--- src/rtl/bit_serializer.sv ---
// Parallel-to-serial front end: WIDTH-bit words in over valid/ready, MSB-first serial out.
// Define SER_PARITY_EN to append an even-parity bit after each word's LSB.
module bit_serializer #(
  parameter int   WIDTH    = 8,
  parameter logic IDLE_BIT = 1'b1
) (
  input  logic             clk,
  input  logic             rst,
  input  logic [WIDTH-1:0] in_data,
  input  logic             in_valid,
  output logic             in_ready,
  output logic             ser_bit,
  output logic             ser_active,
  output logic             word_done
);

  localparam int             CW   = $clog2(WIDTH);
  localparam logic [CW-1:0]  LAST = CW'(WIDTH - 1);

  localparam logic [1:0] S_IDLE   = 2'd0;
  localparam logic [1:0] S_SHIFT  = 2'd1;
  localparam logic [1:0] S_PARITY = 2'd2;

  logic [1:0]       state, state_n;
  logic [CW-1:0]    count, count_n;
  logic [WIDTH-1:0] shift_reg, shift_n;
  logic             ser_bit_n, active_n, done_n;
  logic             accept;
`ifdef SER_PARITY_EN
  logic             parity, parity_n;
`endif

  // Ready is decoded from state alone so upstream never sees a combinational path back.
  always_comb begin
    in_ready = 1'b0;
    case (state)
      S_IDLE:   in_ready = 1'b1;
`ifdef SER_PARITY_EN
      S_SHIFT:  in_ready = 1'b0;
      S_PARITY: in_ready = 1'b1;
`else
      S_SHIFT:  in_ready = (count == LAST);
`endif
      default:  in_ready = 1'b0;
    endcase
  end

  assign accept = in_valid && in_ready;

  // Next-state: default is to fall back to idle; shifting and loading override it.
  always_comb begin
    state_n   = S_IDLE;
    count_n   = '0;
    shift_n   = shift_reg;
    ser_bit_n = IDLE_BIT;
    active_n  = 1'b0;
    done_n    = 1'b0;
`ifdef SER_PARITY_EN
    parity_n  = parity;
`endif
    case (state)
      S_SHIFT: begin
        if (count < LAST) begin
          state_n   = S_SHIFT;
          count_n   = count + CW'(1);
          ser_bit_n = shift_reg[WIDTH-1];
          shift_n   = {shift_reg[WIDTH-2:0], 1'b0};
          active_n  = 1'b1;
`ifdef SER_PARITY_EN
          done_n    = 1'b0;
`else
          done_n    = ((count + CW'(1)) == LAST);
`endif
        end
`ifdef SER_PARITY_EN
        else if (count == LAST) begin
          state_n   = S_PARITY;
          ser_bit_n = parity;
          active_n  = 1'b1;
          done_n    = 1'b1;
        end
`endif
        else begin
          state_n = S_IDLE;
        end
      end
      default: state_n = S_IDLE;
    endcase
    // A load only happens where in_ready allows it, so it may override any branch above.
    if (accept) begin
      state_n   = S_SHIFT;
      count_n   = '0;
      ser_bit_n = in_data[WIDTH-1];
      shift_n   = {in_data[WIDTH-2:0], 1'b0};
      active_n  = 1'b1;
      done_n    = 1'b0;
`ifdef SER_PARITY_EN
      parity_n  = ^in_data;
`endif
    end else begin
      state_n = state_n;
    end
  end

  // State and registered serial outputs.
  always_ff @(posedge clk or posedge rst) begin
    if (rst) begin
      state      <= S_IDLE;
      count      <= '0;
      shift_reg  <= '0;
      ser_bit    <= IDLE_BIT;
      ser_active <= 1'b0;
      word_done  <= 1'b0;
`ifdef SER_PARITY_EN
      parity     <= 1'b0;
`endif
    end else begin
      state      <= state_n;
      count      <= count_n;
      shift_reg  <= shift_n;
      ser_bit    <= ser_bit_n;
      ser_active <= active_n;
      word_done  <= done_n;
`ifdef SER_PARITY_EN
      parity     <= parity_n;
`endif
    end
  end

endmodule

--- config.mk ---
export PLATFORM = sky130hd
export DESIGN_NAME = bit_serializer
export DESIGN_NICKNAME = d
export VERILOG_FILES = /design/src/rtl/bit_serializer.sv
export SDC_FILE = /design/constraint.sdc
export NUM_CORES = 1
export LEC_CHECK = 0
export BUFFER_PORTS_ARGS = -buffer_cell sky130_fd_sc_hd__buf_2
export CORE_UTILIZATION = 25
export DETAILED_ROUTE_END_ITERATION = 8
export SYNTH_ARGS = -nofsm -noshare
export SYNTH_HDL_FRONTEND = slang
export SYNTH_SLANG_ARGS = --single-unit
--- constraint.sdc ---
create_clock -name clk -period 2.4 [get_ports clk]
set_input_delay 0.36 -clock clk [delete_from_list [all_inputs] [get_ports clk]]
set_output_delay 0.36 -clock clk [all_outputs]
set_load 0.005 [all_outputs]
# After elaboration in Yosys (flattened, before gate mapping)
# Cells that the tools add are included.
# word_totals
regBits	16
inputBits	11
output_inout_bits	4
elab_cells	35
# classes
add_sub_neg	1
n_lt_le_gt_ge	1
n_eq_ne	3
n_mux	19
n_reduce_logical	5
# ops
operator	count
8-bit 2-to-1 mux	3
1-bit 2-to-1 mux	10
3-bit 2-to-1 mux	3
3-bit == test, second input constant	2
2-bit 2-to-1 mux	2
2-bit nonzero test	2
3-bit by 1-bit adder with 3-bit output, second input constant	1
3-bit < comparator, second input constant	1
2-bit by 1-bit == test with 1-bit output, second input constant	1
2-bit zero test	1
1-bit case mux with 2 select lines	1
2-bit AND reduction	1
1-bit logical AND	1

# Longest topological paths before layout
# Gate-level depths: netlist of run 1.
# logic_depth
word_depth	5
mapped_depth	6
depth_no_buf	5

# Least setup slack after synthesis of run 1
# No wires, ideal clock.
# synth_timing
path_kind	register to register
start	register count[0]
end	register shift_reg[1]
setup_ps	120
arrival_time_ps	1400
required_time_ps	2280
setup_slack_ps	880
stages_incl_launch_ff	7
n_path_buf	1
synth_period_minus_slack_ps	1520
path_cell_list	dfrtp_1 ha_1 ha_1 nand2b_1 buf_6 and3_1 a31o_2
# synth_via
elab_chain_cells	5
elab_cells_between_ends	8
cone_classes	order compare: 1; eq/ne: 1; mux: 2; reduce/logical: 4
# synth_rtl
element	line	rtl
start, declared	25	logic [CW-1:0] count, count_n;
start signal, assigned	119	count <= count_n;
3-bit == test (*)	42	S_SHIFT: in_ready = (count == LAST);
1-bit case mux with 2 select lines (*)	36	case (state)
via in_ready	11	output logic in_ready,
1-bit logical AND (*)	48	assign accept = in_valid && in_ready;
2-bit nonzero test (no line)	--	
2-bit AND reduction (no line)	--	
end signal, assigned	120	shift_reg <= shift_n;
end, declared	26	logic [WIDTH-1:0] shift_reg, shift_n;
# Mark *: on every way through the listed nets, which the timed path passes. The rest lies on a longest branch.
# A chain may end at the register's enable or synchronous reset.

# Worst setup path in the final report of run 1
# layout_timing
start	register count[0]
end	output in_ready
# layout_via
elab_chain_cells	2
# layout_rtl
element	line
3-bit == test	42
1-bit case mux with 2 select lines	36
end, declared	11
# Every way passes these cells.

==> impl_metrics.py, run 1 <==
metrics = {
    "clocking": {
        "cts_resized": 0,
        "clkTransAtPathRegs_ns": 0.08,
        "ctsRootBufferMaster": "clkbuf_4",
        "clk_path_buf_depth": 2,
        "cts.sinks": 13,
        "insertion_delay_ns": 0.27,
        "ctsHtreeMaxLevel": 1,
        "cts_buffers": 3,
        "post-cts-setup-buffers": 0,
        "cts_tree": "built",
        "hold_buffers": 0,
    },
    "sta": {
        "post-route-min-period_ns": 1.96,
        "rsz0062_at_grt": "no",
        "finClkSkew_ns": 0.00309,
        "finalCritPeriodShare_pct": 81.8,
        "tns_ns": 0,
        "hold_ws_ns": 0.0960,
        "setup_viol": 0,
        "max_freq_mhz": 509,
        "drv_slew": 0,
        "tightestPinTransition_ns": 0.493,
        "slew_headroom_pct": 67.1,
        "hold_viol": 0,
    },
    "cells_and_area": {
        "multi_input_area_sq_um": 293,
        "final_cells": 99,
        "largest_reg_flops": 7,
        "area_growth_pct": 15.6,
        "final-seq-area_sq_um": 327,
        "diodes": 0,
        "fill_cells": 277,
        "nNetsFinal": 84,
        "layout-drive-gt1-share_pct": 30.4,
    },
    "floorplanning": {
        "core_sq_um": 2480,
        "pin_count": 15,
        "fp.dieW_um": 53.3,
        "initial_core_util_pct": 26.6,
        "die_h_um": 53.3,
        "rows": 18,
        "die_area_sq_um": 2840,
    },
    "logic_synthesis": {
        "yosysWarnings": 0,
        "syn_area_sq_um": 658,
        "synth_seq_cells": 13,
        "synth_edf_count": 0,
        "synth_cells": 55,
        "syn_nets": 69,
        "yosysSeqAreaShare_pct": 49.6,
        "synthFlopType": "dfrtp_1",
        "ys_types": 21,
        "async_reset_ff_share_pct": 100,
        "avgSynthCellArea_sq_um": 12.0,
    },
    "global_route": {
        "grt_pass1_vias": 498,
        "grtUsageTotal_pct": 11.8,
        "grtUsageMet2_pct": 16.9,
        "busiest_layer": "met2",
        "grt_util_met1_pct": 16.0,
        "antenna_found_initial": 0,
        "met3_usage_pct": 2.59,
        "grt_max_degree": 18,
        "grt_overflow": 0,
        "grt_pass1_wl_um": 2310,
    },
    "worst_setup_path": {
        "critical_path.max_fanout": 10,
        "crit_arrival_ns": 1.60,
        "rr_startpoint": "count[0]",
        "crit_required_ns": 2.04,
        "cp-start-kind": "flop",
        "worstSetupStartpoint": "count[0]",
        "crit_type": "flop to primary output",
        "critPathCaptureType": "primary output",
    },
    "power_and_ir_drop": {
        "power.density_nw_per_um2": 1200,
        "p_leak_nw": 0.355,
        "ir_worst_vdd_mv": 0.398,
        "total_power_uw": 912,
    },
    "drt": {
        "drc": 0,
        "firstDrtPassIters": 2,
        "drt_first_iter_violations": 7,
        "final_antenna_net_count": 0,
        "wirelength_um": 1310,
        "vias_per_cell": 5.04,
        "vias": 499,
        "wl_per_cell_um": 13.2,
    },
    "outcome": {
        "status": "completed",
    },
    "min_path": {
        "hold_class": "input pin to async pin",
    },
    "placement": {
        "port_buffers": 14,
        "place_inst": 95,
        "hpwl_um": 933,
        "gp_congestion": 0.641,
    },
    "flow_run": {
        "max-cap-violations": 0,
    },
}
[per-stage QoR]
stage	util [%]	instance area (sq um)	worst slack, ns
floorplan	-	658	0.880
global placement	29.6	734	0.754
detailed placement	29.6	734	0.712
CTS	30.7	761	0.418
global route	30.7	761	0.343
finish	30.7	761	0.436
[metal layers]
metal | vias to the layer above | part of all wire [%]
li1 | 239 | -
met1 | 245 | 47
met2 | 13 | 48
met3 | 2 | 4.4
met4 | 0 | 0.92
met5 | - | 0
[critical path, cell delays in order, from the launching register on]
cell and delay [ns]:
dfrtp_1 0.41, ha_1 0.21, ha_1 0.18, nand2b_1 0.30, buf_2 0.22
[cell families after synthesis]
| kind of cell | Yosys count | share of synthesized area, % |
|---|---|---|
| AO/OA/AOI/OAI | 21 | 27.4 |
| adder cells (fa/ha/maj) | 3 | 5.70 |
| buffers and inverters | 6 | 5.89 |
| flip-flops | 13 | 49.6 |
| AND/OR/NAND/NOR | 12 | 11.4 |
[power by group]
part | total (mW) | switching [mW] | internal (mW)
sequential | 0.410 | 0.0847 | 0.325
clock | 0.134 | 0.0692 | 0.0643
combinational | 0.369 | 0.166 | 0.203
[synthesized netlist by cell type, types with 2 or more instances]
| cell | count | area, sq um |
|---|---|---|
| dfrtp_1 | 12 | 300 |
| ha_1 | 3 | 37.5 |
| and3_1 | 3 | 18.8 |
| inv_1 | 2 | 7.51 |
| buf_6 | 2 | 22.5 |
| nand2_1 | 3 | 11.3 |
| a32o_1 | 6 | 60.1 |
| o22a_1 | 6 | 52.6 |
| a21boi_0 | 6 | 45.0 |
[cells in the final DEF, fill, tap and decap left out, drive strengths merged, types with 2 or more instances in the layout]
master   n
inv      2
ha       3
buf     14
a21boi   6
nand2    4
and3     3
clkbuf   4
dfrtp   12
o22a     6
a32o     6
[layout make-up]
cell class                      count  share of cell area (%)
Clock buffer                        4                    3.45
Inverter                            2                   0.987
Multi-Input combinational cell     36                    38.5
Sequential cell                    13                    42.9
Tap cell                           30                    4.93
Timing Repair Buffer               14                    9.21
[worst paths after layout]
kind | slack, ns | endpoint | cells past startpoint
setup reg to reg | 0.70 | shift_reg[1] | 5
max in group asynchronous | 1.95 | ser_bit | 2
setup / recovery | 0.44 | in_ready | 4
hold / removal | 0.1 | shift_reg[5] | 2
min in group clk | 0.32 | shift_reg[7] | 2
hold reg to reg | 0.53 | shift_reg[1] | 1
(Power assumes the default switching activity.)
==> inputs of run 2 (changes only) <==
==> constraint.sdc (replaced) <==
create_clock -name clk -period 1.7 [get_ports clk]
set_input_delay 0.255 -clock clk [delete_from_list [all_inputs] [get_ports clk]]
set_output_delay 0.255 -clock clk [all_outputs]
set_load 0.005 [all_outputs]
==> impl_metrics.py, run 2 (synthesis results as in run 1) <==
metrics = {
    "power_and_ir_drop": {
        "p_leak_nw": 0.388,
        "power.density_nw_per_um2": 1720,
        "ir_worst_vdd_mv": 0.733,
    },
    "floorplanning": {
        "core_sq_um": 2480,
        "die_area_sq_um": 2840,
        "rows": 18,
        "fp.dieW_um": 53.3,
        "pin_count": 15,
        "die_h_um": 53.3,
        "initial_core_util_pct": 26.6,
    },
    "global_route": {
        "grt_pass1_vias": 506,
        "grt_max_degree": 17,
        "grtUsageTotal_pct": 11.5,
        "antenna_found_initial": 0,
        "grt_pass1_wl_um": 2320,
        "grt_overflow": 0,
    },
    "drt": {
        "wl_met1_um": 653,
        "wirelength_um": 1410,
        "drt_first_iter_violations": 5,
        "wl_met2_um": 684,
        "vias": 529,
        "wl_per_cell_um": 13.4,
        "final_antenna_net_count": 0,
        "firstDrtPassIters": 4,
        "drc": 0,
        "routed-wl-met3_um": 59,
        "top_layer": "met4",
        "vias_per_cell": 5.04,
    },
    "worst_setup_path": {
        "critical_path.max_fanout": 9,
        "crit_arrival_ns": 1.78,
        "critPathCaptureType": "flop",
        "crit_type": "flop to flop",
        "cp-start-kind": "flop",
        "worst_r2r_path_depth": 6,
        "crit_required_ns": 1.87,
    },
    "flow_run": {
        "max-cap-violations": 0,
    },
    "cells_and_area": {
        "area_growth_pct": 24.1,
        "nNetsFinal": 90,
        "final_common_cell": "buf_2",
        "diodes": 0,
        "layout_common_cells": "buf_2, dfrtp_1, a32o_1, a21boi_0, o22a_1",
        "layout-drive-gt1-share_pct": 37.3,
        "final_cells": 105,
        "largest_reg_flops": 7,
        "finalInstanceArea_sq_um": 817,
        "fin_util_pct": 33.0,
    },
    "min_path": {
        "hold_class": "input pin to flop",
        "min_delay_path_depth": 2,
    },
    "placement": {
        "place_area_sq_um": 742,
        "place_inst": 96,
        "hpwl_um": 947,
        "port_buffers": 14,
        "gp_congestion": 0.676,
    },
    "sta": {
        "hold_ws_ns": 0.198,
        "slew_headroom_pct": 66.5,
        "finClkSkew_ns": 0.00899,
        "max_freq_mhz": 620,
        "rsz0062_at_grt": "no",
        "tightestPinTransition_ns": 0.502,
        "tns_ns": 0,
        "setup_viol": 0,
        "post-route-min-period_ns": 1.61,
        "hold_viol": 0,
        "drv_slew": 0,
        "finalCritPeriodShare_pct": 94.8,
    },
    "clocking": {
        "ctsHtreeMaxLevel": 1,
        "cts_buffers": 3,
        "ctsRootBufferMaster": "clkbuf_4",
        "insertion_delay_ns": 0.28,
        "clk_path_buf_depth": 2,
        "cts.sinks": 13,
        "cts_tree": "built",
        "clkTransAtPathRegs_ns": 0.09,
    },
    "outcome": {
        "status": "completed",
    },
}
[run 2: cell types whose count changed in the layout (fill, tap and decap cells not counted), sizes merged]
cell	delta
clkinv	+1
dlygate4sd3	+1
buf	+5
clkbuf	-1
[run 2: area by class of cell]
| class | count | area [sq um] |
|---|---|---|
| clock buffer | 3 | 22.5 |
| clock inverter | 1 | 5.00 |
| fill | 253 | 1660 |
| inverter | 2 | 7.51 |
| multi-input combinational | 36 | 300 |
| sequential | 13 | 327 |
| tap | 30 | 37.5 |
| timing repair buffer | 20 | 118 |
[run 2: critical path, stage by stage, from the launching register on]
cell	delay (ns)
dfrtp_1	0.41
ha_1	0.19
ha_1	0.19
nand2b_4	0.15
buf_4	0.16
a32o_1	0.22
o22a_1	0.17
[run 2: layer usage]
layer | vias up | global-route usage (%)
li1 | 250 | -
met1 | 263 | 15.1
met2 | 14 | 18.1
met3 | 2 | 3.45
met4 | 0 | 2.63
met5 | - | 0
[run 2: through the flow]
stage          setup slack [ns]  power (mW)
2_1_floorplan             0.180       0.997
3_3_place_gp             0.0671        1.11
3_5_place_dp            0.00899        1.13
4_1_cts                 0.00330        1.34
5_1_grt                  0.0286        1.52
6_report                 0.0876        1.41
[run 2: path summary, 6_finish.rpt]
path | from | endpoint | slack (ns)
hold reg to reg | shift_reg[1] | shift_reg[1] | 0.52
hold / removal | in_data[4] | shift_reg[5] | 0.20
setup reg to reg | count[1] | shift_reg[7] | 0.09
max in group asynchronous | rst | ser_bit | 0.80
setup / recovery | count[1] | shift_reg[7] | 0.09
min in group asynchronous | rst | ser_active | 0.53
[run 2: power by group]
group / switching, mW / internal, mW
Combinational: 0.307 / 0.370
Clock: 0.108 / 0.0872
Sequential: 0.0749 / 0.459
Total: 0.490 / 0.916
[run 2: what timing repair did]
action | 4_1_cts | 5_1_grt
resized for setup | 2 | 0
setup endpoints to repair | 3 | 1
gates cloned | 0 | 0
hold endpoints to repair | 8 | 0
hold buffers | 1 | 0
buffers inserted | 0 | 4
